**src/rtl/alu_seq_pkg.sv**
```systemverilog
// Shared definitions for the ALU sequencer: bus widths, opcode constants,
// FSM state encoding and the opcode legality check.
package alu_seq_pkg;

  localparam int unsigned OP_W    = 6;
  localparam int unsigned DATA_W  = 32;
  localparam int unsigned SHAMT_W = 5;
  localparam int unsigned CNT_W   = 4;

  localparam logic [OP_W-1:0] ADD    = 6'd0;
  localparam logic [OP_W-1:0] SUB    = 6'd1;
  localparam logic [OP_W-1:0] MUL    = 6'd2;
  localparam logic [OP_W-1:0] DIV    = 6'd3;
  localparam logic [OP_W-1:0] SLL    = 6'd4;
  localparam logic [OP_W-1:0] SRL    = 6'd5;
  localparam logic [OP_W-1:0] AND    = 6'd6;
  localparam logic [OP_W-1:0] OR     = 6'd7;
  localparam logic [OP_W-1:0] XOR    = 6'd8;
  localparam logic [OP_W-1:0] SLT    = 6'd9;
  localparam logic [OP_W-1:0] ADDF   = 6'd10;
  localparam logic [OP_W-1:0] SUBF   = 6'd11;
  localparam logic [OP_W-1:0] MULF   = 6'd12;
  localparam logic [OP_W-1:0] DIVF   = 6'd13;
  localparam logic [OP_W-1:0] OP_MAX = 6'd13;

  typedef enum logic [1:0] {
    IDLE = 2'd0,
    BUSY = 2'd1,
    RESP = 2'd2
  } state_e;

  // Opcodes above OP_MAX have no ALU function behind them.
  function automatic logic op_is_legal(input logic [OP_W-1:0] op);
    return op <= OP_MAX;
  endfunction

endpackage

```
**src/rtl/alu_seq_ctrl_if.sv**
```systemverilog
// Request / ALU / response bundle of the ALU sequencer.
//   slave  : sequencer side (accepts requests, drives the ALU, returns results)
//   master : requester + ALU side
// resp_err exists only when ALU_SEQ_ERR_EN is defined.
interface alu_seq_ctrl_if import alu_seq_pkg::*; ();

  logic               req_valid;
  logic               req_ready;
  logic [OP_W-1:0]    req_op;
  logic [DATA_W-1:0]  req_a;
  logic [DATA_W-1:0]  req_b;
  logic [SHAMT_W-1:0] req_shamt;
  logic [OP_W-1:0]    alu_con;
  logic [DATA_W-1:0]  alu_a;
  logic [DATA_W-1:0]  alu_b;
  logic [SHAMT_W-1:0] alu_shamt;
  logic [DATA_W-1:0]  alu_result;
  logic               resp_valid;
  logic               resp_ready;
  logic [DATA_W-1:0]  resp_data;
  logic               busy;
`ifdef ALU_SEQ_ERR_EN
  logic               resp_err;
`endif

  modport slave (
    input  req_valid, req_op, req_a, req_b, req_shamt, alu_result, resp_ready,
    output req_ready, alu_con, alu_a, alu_b, alu_shamt, resp_valid, resp_data, busy
`ifdef ALU_SEQ_ERR_EN
    , output resp_err
`endif
  );

  modport master (
    output req_valid, req_op, req_a, req_b, req_shamt, alu_result, resp_ready,
    input  req_ready, alu_con, alu_a, alu_b, alu_shamt, resp_valid, resp_data, busy
`ifdef ALU_SEQ_ERR_EN
    , input resp_err
`endif
  );

endinterface

```
**src/rtl/alu_lat_counter.sv**
```systemverilog
// Opcode-to-latency lookup and 4-bit down-counter for the ALU sequencer.
//   clk, rst : clock, synchronous active-high reset
//   load     : load the latency of op
//   dec      : count down one step (held while the operation is in flight)
//   op       : opcode whose latency class is loaded
//   last_c   : counter equals 1, i.e. the result is due at this edge
module alu_lat_counter
  import alu_seq_pkg::*;
#(
  parameter int unsigned INT_LAT  = 1,
  parameter int unsigned FADD_LAT = 3,
  parameter int unsigned FMUL_LAT = 3,
  parameter int unsigned FDIV_LAT = 6
) (
  input  logic            clk,
  input  logic            rst,
  input  logic            load,
  input  logic            dec,
  input  logic [OP_W-1:0] op,
  output logic            last_c
);

  logic [CNT_W-1:0] count_q;
  logic [CNT_W-1:0] lat_c;

  // Latency class lookup; integer ops and unknown opcodes share INT_LAT.
  always_comb begin
    lat_c = CNT_W'(INT_LAT);
    case (op)
      ADDF, SUBF: lat_c = CNT_W'(FADD_LAT);
      MULF:       lat_c = CNT_W'(FMUL_LAT);
      DIVF:       lat_c = CNT_W'(FDIV_LAT);
      default:    lat_c = CNT_W'(INT_LAT);
    endcase
  end

  // Down-counter; load wins so a back-to-back accept restarts cleanly.
  always_ff @(posedge clk) begin
    if (rst) begin
      count_q <= '0;
    end else if (load) begin
      count_q <= lat_c;
    end else if (dec && (count_q != '0)) begin
      count_q <= count_q - CNT_W'(1);
    end
  end

  assign last_c = (count_q == CNT_W'(1));

endmodule

```
**src/rtl/alu_seq_ctrl.sv**
```systemverilog
// ALU sequencer: accepts one request at a time, presents the operands to an
// external ALU, waits the opcode's latency, captures the result and holds it
// until the consumer takes it. A new request may be accepted in the same
// cycle a response is consumed.
//   clk, rst : clock, synchronous active-high reset
//   bus      : alu_seq_ctrl_if.slave (request, ALU drive/result, response, busy)
// Optional: ALU_SEQ_ERR_EN adds resp_err and traps opcodes above OP_MAX.
module alu_seq_ctrl
  import alu_seq_pkg::*;
#(
  parameter int unsigned INT_LAT  = 1,
  parameter int unsigned FADD_LAT = 3,
  parameter int unsigned FMUL_LAT = 3,
  parameter int unsigned FDIV_LAT = 6
) (
  input  logic          clk,
  input  logic          rst,
  alu_seq_ctrl_if.slave bus
);

  state_e             state_q, state_d;
  logic [OP_W-1:0]    alu_con_q, alu_con_d;
  logic [DATA_W-1:0]  alu_a_q, alu_a_d;
  logic [DATA_W-1:0]  alu_b_q, alu_b_d;
  logic [SHAMT_W-1:0] alu_shamt_q, alu_shamt_d;
  logic               resp_valid_q, resp_valid_d;
  logic [DATA_W-1:0]  resp_data_q, resp_data_d;
  logic               resp_err_q, resp_err_d;
  logic               accept_c;
  logic               trap_c;
  logic               load_c;
  logic               last_c;

  // Ready in IDLE, or in RESP when the held response is being consumed.
  assign bus.req_ready = !rst && ((state_q == IDLE) ||
                                  ((state_q == RESP) && bus.resp_ready));
  assign accept_c = bus.req_valid && bus.req_ready;

`ifdef ALU_SEQ_ERR_EN
  assign trap_c = !op_is_legal(bus.req_op);
`else
  assign trap_c = 1'b0;
`endif

  alu_lat_counter #(
    .INT_LAT  (INT_LAT),
    .FADD_LAT (FADD_LAT),
    .FMUL_LAT (FMUL_LAT),
    .FDIV_LAT (FDIV_LAT)
  ) u_lat (
    .clk    (clk),
    .rst    (rst),
    .load   (load_c),
    .dec    (state_q == BUSY),
    .op     (bus.req_op),
    .last_c (last_c)
  );

  // Next state and next values of every registered output.
  always_comb begin
    state_d      = state_q;
    alu_con_d    = alu_con_q;
    alu_a_d      = alu_a_q;
    alu_b_d      = alu_b_q;
    alu_shamt_d  = alu_shamt_q;
    resp_valid_d = resp_valid_q;
    resp_data_d  = resp_data_q;
    resp_err_d   = resp_err_q;
    load_c       = 1'b0;

    case (state_q)
      BUSY: begin
        if (last_c) begin
          state_d      = RESP;
          resp_valid_d = 1'b1;
          resp_data_d  = bus.alu_result;
          resp_err_d   = 1'b0;
        end
      end
      RESP: begin
        if (bus.resp_ready) begin
          state_d      = IDLE;
          resp_valid_d = 1'b0;
          resp_err_d   = 1'b0;
        end
      end
      default: ;
    endcase

    // Accept overrides the response drain above, giving no idle bubble.
    if (accept_c) begin
      alu_a_d     = bus.req_a;
      alu_b_d     = bus.req_b;
      alu_shamt_d = bus.req_shamt;
      if (trap_c) begin
        // Illegal opcode: park the ALU on ADD and answer immediately.
        alu_con_d    = ADD;
        state_d      = RESP;
        resp_valid_d = 1'b1;
        resp_data_d  = '0;
        resp_err_d   = 1'b1;
      end else begin
        alu_con_d    = bus.req_op;
        state_d      = BUSY;
        resp_valid_d = 1'b0;
        load_c       = 1'b1;
      end
    end
  end

  // State and output registers.
  always_ff @(posedge clk) begin
    if (rst) begin
      state_q      <= IDLE;
      alu_con_q    <= '0;
      alu_a_q      <= '0;
      alu_b_q      <= '0;
      alu_shamt_q  <= '0;
      resp_valid_q <= 1'b0;
      resp_data_q  <= '0;
      resp_err_q   <= 1'b0;
    end else begin
      state_q      <= state_d;
      alu_con_q    <= alu_con_d;
      alu_a_q      <= alu_a_d;
      alu_b_q      <= alu_b_d;
      alu_shamt_q  <= alu_shamt_d;
      resp_valid_q <= resp_valid_d;
      resp_data_q  <= resp_data_d;
      resp_err_q   <= resp_err_d;
    end
  end

  assign bus.alu_con    = alu_con_q;
  assign bus.alu_a      = alu_a_q;
  assign bus.alu_b      = alu_b_q;
  assign bus.alu_shamt  = alu_shamt_q;
  assign bus.resp_valid = resp_valid_q;
  assign bus.resp_data  = resp_data_q;
  assign bus.busy       = (state_q != IDLE);

`ifdef ALU_SEQ_ERR_EN
  assign bus.resp_err = resp_err_q;
`else
  logic unused_err;
  assign unused_err = resp_err_q;
`endif

endmodule
```
**src/flat_wrapper.sv**
```systemverilog
// flat-port wrapper written by rule: the top's interface ports become plain ports
module alu_seq_ctrl_flat import alu_seq_pkg::*;
#(
  parameter int unsigned INT_LAT  = 1,
  parameter int unsigned FADD_LAT = 3,
  parameter int unsigned FMUL_LAT = 3,
  parameter int unsigned FDIV_LAT = 6
)
  (clk, rst, bus_req_valid, bus_req_op, bus_req_a, bus_req_b, bus_req_shamt, bus_alu_result, bus_resp_ready, bus_req_ready, bus_alu_con, bus_alu_a, bus_alu_b, bus_alu_shamt, bus_resp_valid, bus_resp_data, bus_busy);
  alu_seq_ctrl_if bus_i ();
  input  logic clk;
  input  logic rst;
  input wire logic [$bits(bus_i.req_valid)-1:0] bus_req_valid;
  input wire logic [$bits(bus_i.req_op)-1:0] bus_req_op;
  input wire logic [$bits(bus_i.req_a)-1:0] bus_req_a;
  input wire logic [$bits(bus_i.req_b)-1:0] bus_req_b;
  input wire logic [$bits(bus_i.req_shamt)-1:0] bus_req_shamt;
  input wire logic [$bits(bus_i.alu_result)-1:0] bus_alu_result;
  input wire logic [$bits(bus_i.resp_ready)-1:0] bus_resp_ready;
  output wire logic [$bits(bus_i.req_ready)-1:0] bus_req_ready;
  output wire logic [$bits(bus_i.alu_con)-1:0] bus_alu_con;
  output wire logic [$bits(bus_i.alu_a)-1:0] bus_alu_a;
  output wire logic [$bits(bus_i.alu_b)-1:0] bus_alu_b;
  output wire logic [$bits(bus_i.alu_shamt)-1:0] bus_alu_shamt;
  output wire logic [$bits(bus_i.resp_valid)-1:0] bus_resp_valid;
  output wire logic [$bits(bus_i.resp_data)-1:0] bus_resp_data;
  output wire logic [$bits(bus_i.busy)-1:0] bus_busy;
  assign bus_i.req_valid = bus_req_valid;
  assign bus_i.req_op = bus_req_op;
  assign bus_i.req_a = bus_req_a;
  assign bus_i.req_b = bus_req_b;
  assign bus_i.req_shamt = bus_req_shamt;
  assign bus_i.alu_result = bus_alu_result;
  assign bus_i.resp_ready = bus_resp_ready;
  assign bus_req_ready = bus_i.req_ready;
  assign bus_alu_con = bus_i.alu_con;
  assign bus_alu_a = bus_i.alu_a;
  assign bus_alu_b = bus_i.alu_b;
  assign bus_alu_shamt = bus_i.alu_shamt;
  assign bus_resp_valid = bus_i.resp_valid;
  assign bus_resp_data = bus_i.resp_data;
  assign bus_busy = bus_i.busy;
  alu_seq_ctrl #(.INT_LAT(INT_LAT), .FADD_LAT(FADD_LAT), .FMUL_LAT(FMUL_LAT), .FDIV_LAT(FDIV_LAT)) u_core (.clk(clk), .rst(rst), .bus(bus_i));
endmodule
```
**config.mk**
```make
export PLATFORM = sky130hd
export DESIGN_NAME = alu_seq_ctrl_flat
export DESIGN_NICKNAME = d
export VERILOG_FILES = /design/src/rtl/alu_seq_pkg.sv /design/src/rtl/alu_seq_ctrl_if.sv /design/src/rtl/alu_lat_counter.sv /design/src/rtl/alu_seq_ctrl.sv /design/src/flat_wrapper.sv
export SDC_FILE = /design/constraint.sdc
export NUM_CORES = 1
export LEC_CHECK = 0
export ABC_AREA = 1
export CAP_MARGIN = 5
export CORE_UTILIZATION = 43
export CTS_BUF_LIST = sky130_fd_sc_hd__clkbuf_4
export DETAILED_ROUTE_END_ITERATION = 8
export HOLD_SLACK_MARGIN = 0.08
export PLACE_DENSITY_LB_ADDON = 0.05
export SETUP_SLACK_MARGIN = 0.05
export SLEW_MARGIN = 20
export SYNTH_ARGS = -nofsm -noshare
export SYNTH_HDL_FRONTEND = slang
export SYNTH_SLANG_ARGS = --single-unit
```
**constraint.sdc**
```tcl
create_clock -name clk -period 2.1 [get_ports clk]
set_input_delay 0.42 -clock clk [delete_from_list [all_inputs] [get_ports clk]]
set_output_delay 0.42 -clock clk [all_outputs]
set_load 0.01 [all_outputs]
```
==> summary.txt, run 1 <==
Timing
  • Final worst setup slack: about 0.21 ns
  • Fin crit period: about 1.9 ns
  • Worst-Margin Slew: around 0.49 ns
  • Worst Skew: 0.0126 ns
  • Min Hold Slack: roughly 0.46 ns
  • FMAX: about 530 MHz
  • Post-route clock period utilization: 0.898
  • Rel. slew slack: 0.671
  • Setup TNS: 0 ns
  • Max-slew violations: 0
  • Endpoints failing setup: 0
  • RSZ-0062 raised after global routing: no
  • Final Hold Violating Endpoints: 0

Clock tree
  • Root buffer cell: clkbuf_4
  • H-tree depth: 4
  • TritonCTS clock tree: done
  • Post CTS Setup Buffer Count: 0
  • CTS Buffer Depth: 2
  • Total CTS buffers: 17
  • Worst-Skew Late Latency: a little under 0.5 ns
  • Number of clock sinks: 113
  • Clock-pin transition on the worst setup and hold timing paths: 0.11 ns

Global route
  • Initial antenna violation count: 0
  • Number of global-route vias before repair: about 4000
  • Total GRT Usage: 0.234
  • Global-route wire length before repair: around 18000 um
  • Largest net degree at the start of global routing: 80
  • Grt total ovfl: 0

Routing
  • Vias per cell: 4.72
  • Routed wire per std cell: between 10 and 15 um
  • TritonRoute pass-1 iters: 4
  • Via count: roughly 4200
  • Initial DRC Count: about 160
  • # DRC: 0
  • Routed WL: between 10000 and 15000 um
  • Antenna-violating nets left: 0

Setup path
  • CP Max Fanout: 5
  • Crit path DAT: approximately 1.5 ns
  • Cells on worst reg2reg path: 10
  • Worst setup path category: reg2out
  • Startpoint class of the critical path: register
  • Critical path endpoint category: primary output
  • WP data required: roughly 1.7 ns

Final layout
  • Commonest non-fill, non-tap cell in the layout: nand2_1
  • Diode count: 0
  • Highest-count cells in the layout ignoring fill and taps: 230 x nand2_1, 218 x clkdlybuf4s50_1, 111 x dfxtp_1
  • Area Growth Syn to Fin: 61.1%
  • Area occupied by multi-input gates: 1640 um2
  • Layout cells sized above 1: 0.0685
  • Nets: around 860
  • Filler cells: between 700 and 800
  • Register area: ~2300 um2

Power
  • Net Sw Frac: 0.322
  • Peak supply drop: 0.000499 V
  • Pwr dens: around 910 nW/um2
  • Sequential share of power: 0.443
  • Static Leak: approximately 2.8 nW
  • Combinational share of power: 0.321
  • Sw Pwr: ~2.0 mW
  • Power share of the clock group: 0.236
  • Final Power: ~6 mW
  • Cell internal pwr: 4.11 mW

Place
  • DPL Wire Length: between 8000 and 9000 um
  • Port buffer count: 220
  • GPL Wtd Cong: roughly 0.76
  • Dpl ws: -0.00440 ns

Synthesis
  • Seq/Total Area, Yosys: 0.547
  • Distinct cell type count of the synthesized netlist: 22
  • Mapped Area: between 4000 and 5000 um2
  • Cell count after synthesis: between 500 and 600
  • Synth Net Count: 650
  • Number of synthesized register bits: about 110
  • Synth warnings: 0
  • Syn avg cell area: 7.75 um2

Run status
  • Status: finished, final reports clean

Flow run
  • Max-cap violations: 0

Min path
  • Hold depth: 3
  • Min-Delay Path Class: in2reg

Die
  • Die width: ~100 um
  • Height of the chip: 100 um
  • Initial Util: 0.446
  • Die ar.: between 10000 and 15000 um2
  • Core box area: ~9300 um2
  • FP Rows: 35
  • IO Pins: ~220
[final cells by class]
| type | count | share of cell area |
|---|---|---|
| timing repair buffer | 228 | 0.344 |
| sequential | 113 | 0.340 |
| multi-input combinational | 373 | 0.246 |
| tap | 129 | 0.0242 |
| clock buffer | 18 | 0.0203 |
| clock inverter | 14 | 0.0176 |
| inverter | 13 | 0.00769 |
[metal layers]
layer / wire [um] / share of wire / vias up / track usage
met3: 1070 / 0.092 / 14 / 0.0961
met1: 4580 / 0.39 / 1893 / 0.260
met4: 174 / 0.015 / 0 / 0.0914
met5: 0 / 0 / - / 0
met2: 5780 / 0.50 / 160 / 0.399
li1: - / - / 2127 / -
[power by group through the flow]
| stage | logic, mW | clock network [mW] | registers (mW) |
|---|---|---|---|
| 6_report | 1.95 | 1.43 | 2.69 |
| 5_1_grt | 2.13 | 1.58 | 2.73 |
| 4_1_cts | 1.97 | 1.49 | 2.69 |
| 3_5_place_dp | 1.96 | 0 | 2.74 |
| 3_3_place_gp | 1.92 | 0 | 2.71 |
| 2_1_floorplan | 0.753 | 0 | 2.87 |
[synthesized netlist by cell type (all sizes together)]
cell type	n	area (um2)
o211ai	1	7.51
nand4	1	6.26
nor2	9	36.3
nand3	84	438
o21ai	5	25.0
xnor2	1	8.76
nand2	230	863
inv	13	51.3
or2	1	6.26
xor2	1	8.76
a21oi	35	175
dfxtp	113	2260
clkbuf	10	37.5
buf	25	150
ha	5	62.6
[cell families (layout without fill, tap and decap cells)]
group / after synthesis / after routing / share of synthesized area
simple gates: 325 / 325 / 0.326
flops: 113 / 113 / 0.547
buf+inv: 48 / 273 / 0.0577
compound gates: 41 / 41 / 0.0502
fa+ha+maj: 5 / 5 / 0.0151
xor+xnor: 2 / 2 / 0.00423
[final timing paths]
kind                                               start                       end  slack, ns
worst max-delay path               u_core.bus.resp_valid             bus_req_ready       0.21
worst min-delay path                       bus_req_a[15]      u_core.bus.alu_a[15]       0.46
worst max register to register     u_core.bus.resp_valid       u_core.bus.alu_a[9]       0.42
worst min register to register  u_core.bus.resp_data[12]  u_core.bus.resp_data[12]       0.47
[repair_timing]
item,in CTS,in global routing
hold buffers,0,0
gates resized for setup,7,4
setup endpoints to repair,2,1
[state kept, by name, indices dropped and copies added (netlist names)]
register and cells:
u_core.bus.alu_a 32, u_core.bus.alu_b 32, u_core.bus.alu_con 6, u_core.bus.alu_shamt 5, u_core.bus.resp_data 32, u_core.bus.resp_valid 1
u_core.state_q 1, u_core.u_lat.count_q 4
[metrics by stage]
stage               utilization  area (um2)  cells
detailed placement        0.691        6410    856
floorplan                     -        4140    534
finish                    0.718        6670    888
global placement          0.691        6410    856
global route              0.718        6670    888
CTS                       0.717        6660    888
[worst max-delay path: stages, from the launching register on]
cell     delay, ns
dfxtp_4       0.37
inv_1         0.09
ha_2          0.18
inv_2         0.04
nand2_1       0.08
nand2_1       0.05
inv_1         0.04
buf_2         0.13
Power figures use the tool's default switching activity.
==> inputs of run 2 (changes only) <==
--- a/config.mk
+++ b/config.mk
@@ -7,6 +7,7 @@
 export LEC_CHECK = 0
 export ABC_AREA = 1
 export CAP_MARGIN = 5
+export CORE_MARGIN = 5
 export CORE_UTILIZATION = 43
 export CTS_BUF_LIST = sky130_fd_sc_hd__clkbuf_4
 export DETAILED_ROUTE_END_ITERATION = 8
==> summary.txt, run 2 (synthesized netlist as in run 1, its figures left out) <==
Run status
  • Status: finished, final reports clean (unchanged)

Setup path
  • Worst Path Buf+Inv: 2 (was 4)
  • Cell class contributing the biggest share of worst-path delay: buffers and inverters (was flip-flops)
  • Crit path largest cell delay: 0.55 ns (was 0.37 ns)
  • Critical path's slowest cell: clkdlybuf4s50_1 (was dfxtp_4)
  • WP data required: 1.68 ns (about the same)
  • Startpoint class of the critical path: register (unchanged)
  • CP Max Fanout: 5 (unchanged)
  • Worst-path cell chain: buf_4 > clkdlybuf4s50_1 (was inv_1 > ha_2 > inv_2 > nand2_1 > nand2_1 > inv_1 > buf_2)
  • Worst Setup SP: u_core.bus.resp_valid (unchanged)
  • Critical path endpoint category: primary output (unchanged)
  • Worst setup path category: reg2out (unchanged)
  • Crit path DAT: 1.51 ns (was 1.47 ns)
  • Worst R2R Start: u_core.bus.resp_valid (unchanged)

Min path
  • Min-Delay Path Class: reg2reg (was in2reg)
  • Hold Startpoint: u_core.bus.alu_b[3] (was bus_req_a[15])

Global route
  • Initial antenna violation count: 0 (unchanged)
  • Number of global-route vias before repair: 4101 (was 3944)
  • Global-route wire length before repair: 19800 um (was 18300 um)
  • Grt total ovfl: 0 (unchanged)
  • Total GRT Usage: 0.213 (was 0.234)
  • Largest net degree at the start of global routing: 80 (unchanged)

Final layout
  • Layout cells sized above 1: 0.0696 (was 0.0685)
  • Final Core Density: 0.717 (was 0.718)
  • Design Area, Final: 6690 um2 (was 6670 um2)
  • Commonest non-fill, non-tap cell in the layout: nand2_1 (unchanged)
  • Nets: 866 (was 862)
  • Area Growth Syn to Fin: 61.5% (was 61.1%)
  • Highest-count cells in the layout ignoring fill and taps: 229 x nand2_1, 218 x clkdlybuf4s50_1, 111 x dfxtp_1 (was 230 x nand2_1, 218 x clkdlybuf4s50_1, 111 x dfxtp_1)
  • Diode count: 0 (unchanged)

Die
  • Initial Util: 0.444 (was 0.446)
  • FP Rows: 35 (unchanged)
  • Die ar.: 11700 um2 (was 10000 um2)
  • Die width: 108 um (was 100 um)
  • Core box area: 9330 um2 (was 9280 um2)
  • Height of the chip: 108 um (was 100 um)
  • IO Pins: 221 (unchanged)

Power
  • Pwr dens: 918 nW/um2 (was 910 nW/um2)
  • Final Power: 6.14 mW (was 6.07 mW)
  • Peak supply drop: 0.000481 V (was 0.000499 V)
  • Static Leak: 2.82 nW (was 2.80 nW)

Flow run
  • Max-cap violations: 0 (unchanged)

Timing
  • Setup TNS: 0 ns (unchanged)
  • Fin crit period: 1.93 ns (was 1.89 ns)
  • Rel. slew slack: 0.646 (was 0.671)
  • Max-slew violations: 0 (unchanged)
  • Post-route clock period utilization: 0.919 (was 0.898)
  • Final Hold Violating Endpoints: 0 (unchanged)
  • Worst Skew: 0.0106 ns (was 0.0126 ns)
  • RSZ-0062 raised after global routing: no (unchanged)
  • Worst-Margin Slew: 0.530 ns (was 0.493 ns)
  • Endpoints failing setup: 0 (unchanged)
  • FMAX: 518 MHz (was 530 MHz)

Routing
  • # DRC: 0 (unchanged)
  • Routed WL: 12600 um (was 11600 um)
  • Antenna-violating nets left: 0 (unchanged)
  • TritonRoute pass-1 iters: 4 (unchanged)
  • Vias per cell: 4.73 (was 4.72)
  • Via count: 4213 (was 4194)
  • Routed wire per std cell: 14.1 um (was 13.1 um)
  • Initial DRC Count: 221 (was 158)

Clock tree
  • H-tree depth: 4 (unchanged)
  • Total CTS buffers: 17 (unchanged)
  • Number of clock sinks: 113 (unchanged)
  • CTS Buffer Depth: 2 (unchanged)
  • Worst-Skew Late Latency: 0.48 ns (was 0.49 ns)
  • Root buffer cell: clkbuf_4 (unchanged)
  • Clock-pin transition on the worst setup and hold timing paths: 0.10 ns (was 0.11 ns)
  • TritonCTS clock tree: done (unchanged)

Place
  • Post-DP Area: 6420 um2 (was 6410 um2)
  • Port buffer count: 220 (unchanged)
  • DPL Wire Length: 9290 um (was 8220 um)
  • GPL Wtd Cong: 0.770 (was 0.757)
==> run 2: changes by cell type in the layout (fill, tap and decap cells not counted), sizes merged <==
cell / delta
inv: -1
clkinvlp: -2
buf: +4
bufinv: +1
==> run 2: repair_timing <==
action | 4_1_cts | 5_1_grt
gates cloned | 0 | 0
setup buffers | 0 | 1
resized for setup | 8 | 2
hold buffers | 0 | 0
endpoints found under the setup margin | 2 | 1
==> run 2: path summary, 6_finish.rpt <==
kind / end / slack [ns] / cells after the start
setup / recovery: bus_resp_valid / 0.17 / 2
setup reg to reg: u_core.bus.resp_data[5] / 0.45 / 6
hold / removal: u_core.bus.alu_b[3] / 0.47 / 2
hold reg to reg: u_core.bus.alu_b[3] / 0.47 / 2
==> run 2: through the flow <==
stage	worst slack [ns]	std cells	hold WS (ns)
final	0.170	890	0.466
after CTS	0.102	889	0.420
after global placement	-0.0958	859	0.449
after floorplan	0.579	534	0.460
after global routing	0.0502	890	0.419
after detailed placement	-0.100	859	0.455
==> run 2: cell type report <==
type | count | area (um2)
clock buffer | 18 | 135
timing repair buffer | 232 | 2310
multi-input combinational | 373 | 1640
inverter | 13 | 51.3
sequential | 113 | 2270
clock inverter | 12 | 120
fill | 806 | 2640
tap | 129 | 161
==> run 2: where the power goes <==
group,switching (mW),internal [mW]
sequential,0.194,2.50
clock,0.791,0.693
combinational,0.937,1.02
total,1.92,4.22
==> run 2: metal layers <==
metal | up-vias | wire [um] | global-route usage
met2 | 156 | 6210 | 0.362
met1 | 1914 | 5000 | 0.242
met3 | 8 | 1210 | 0.0943
li1 | 2135 | - | -
met4 | 0 | 133 | 0.0595
met5 | - | 0 | 0
==> run 2: worst min-delay path: stages (launching register included) <==
cell     delay (ns)
dfxtp_1        0.32
nand3_1        0.07
nand2_1        0.04
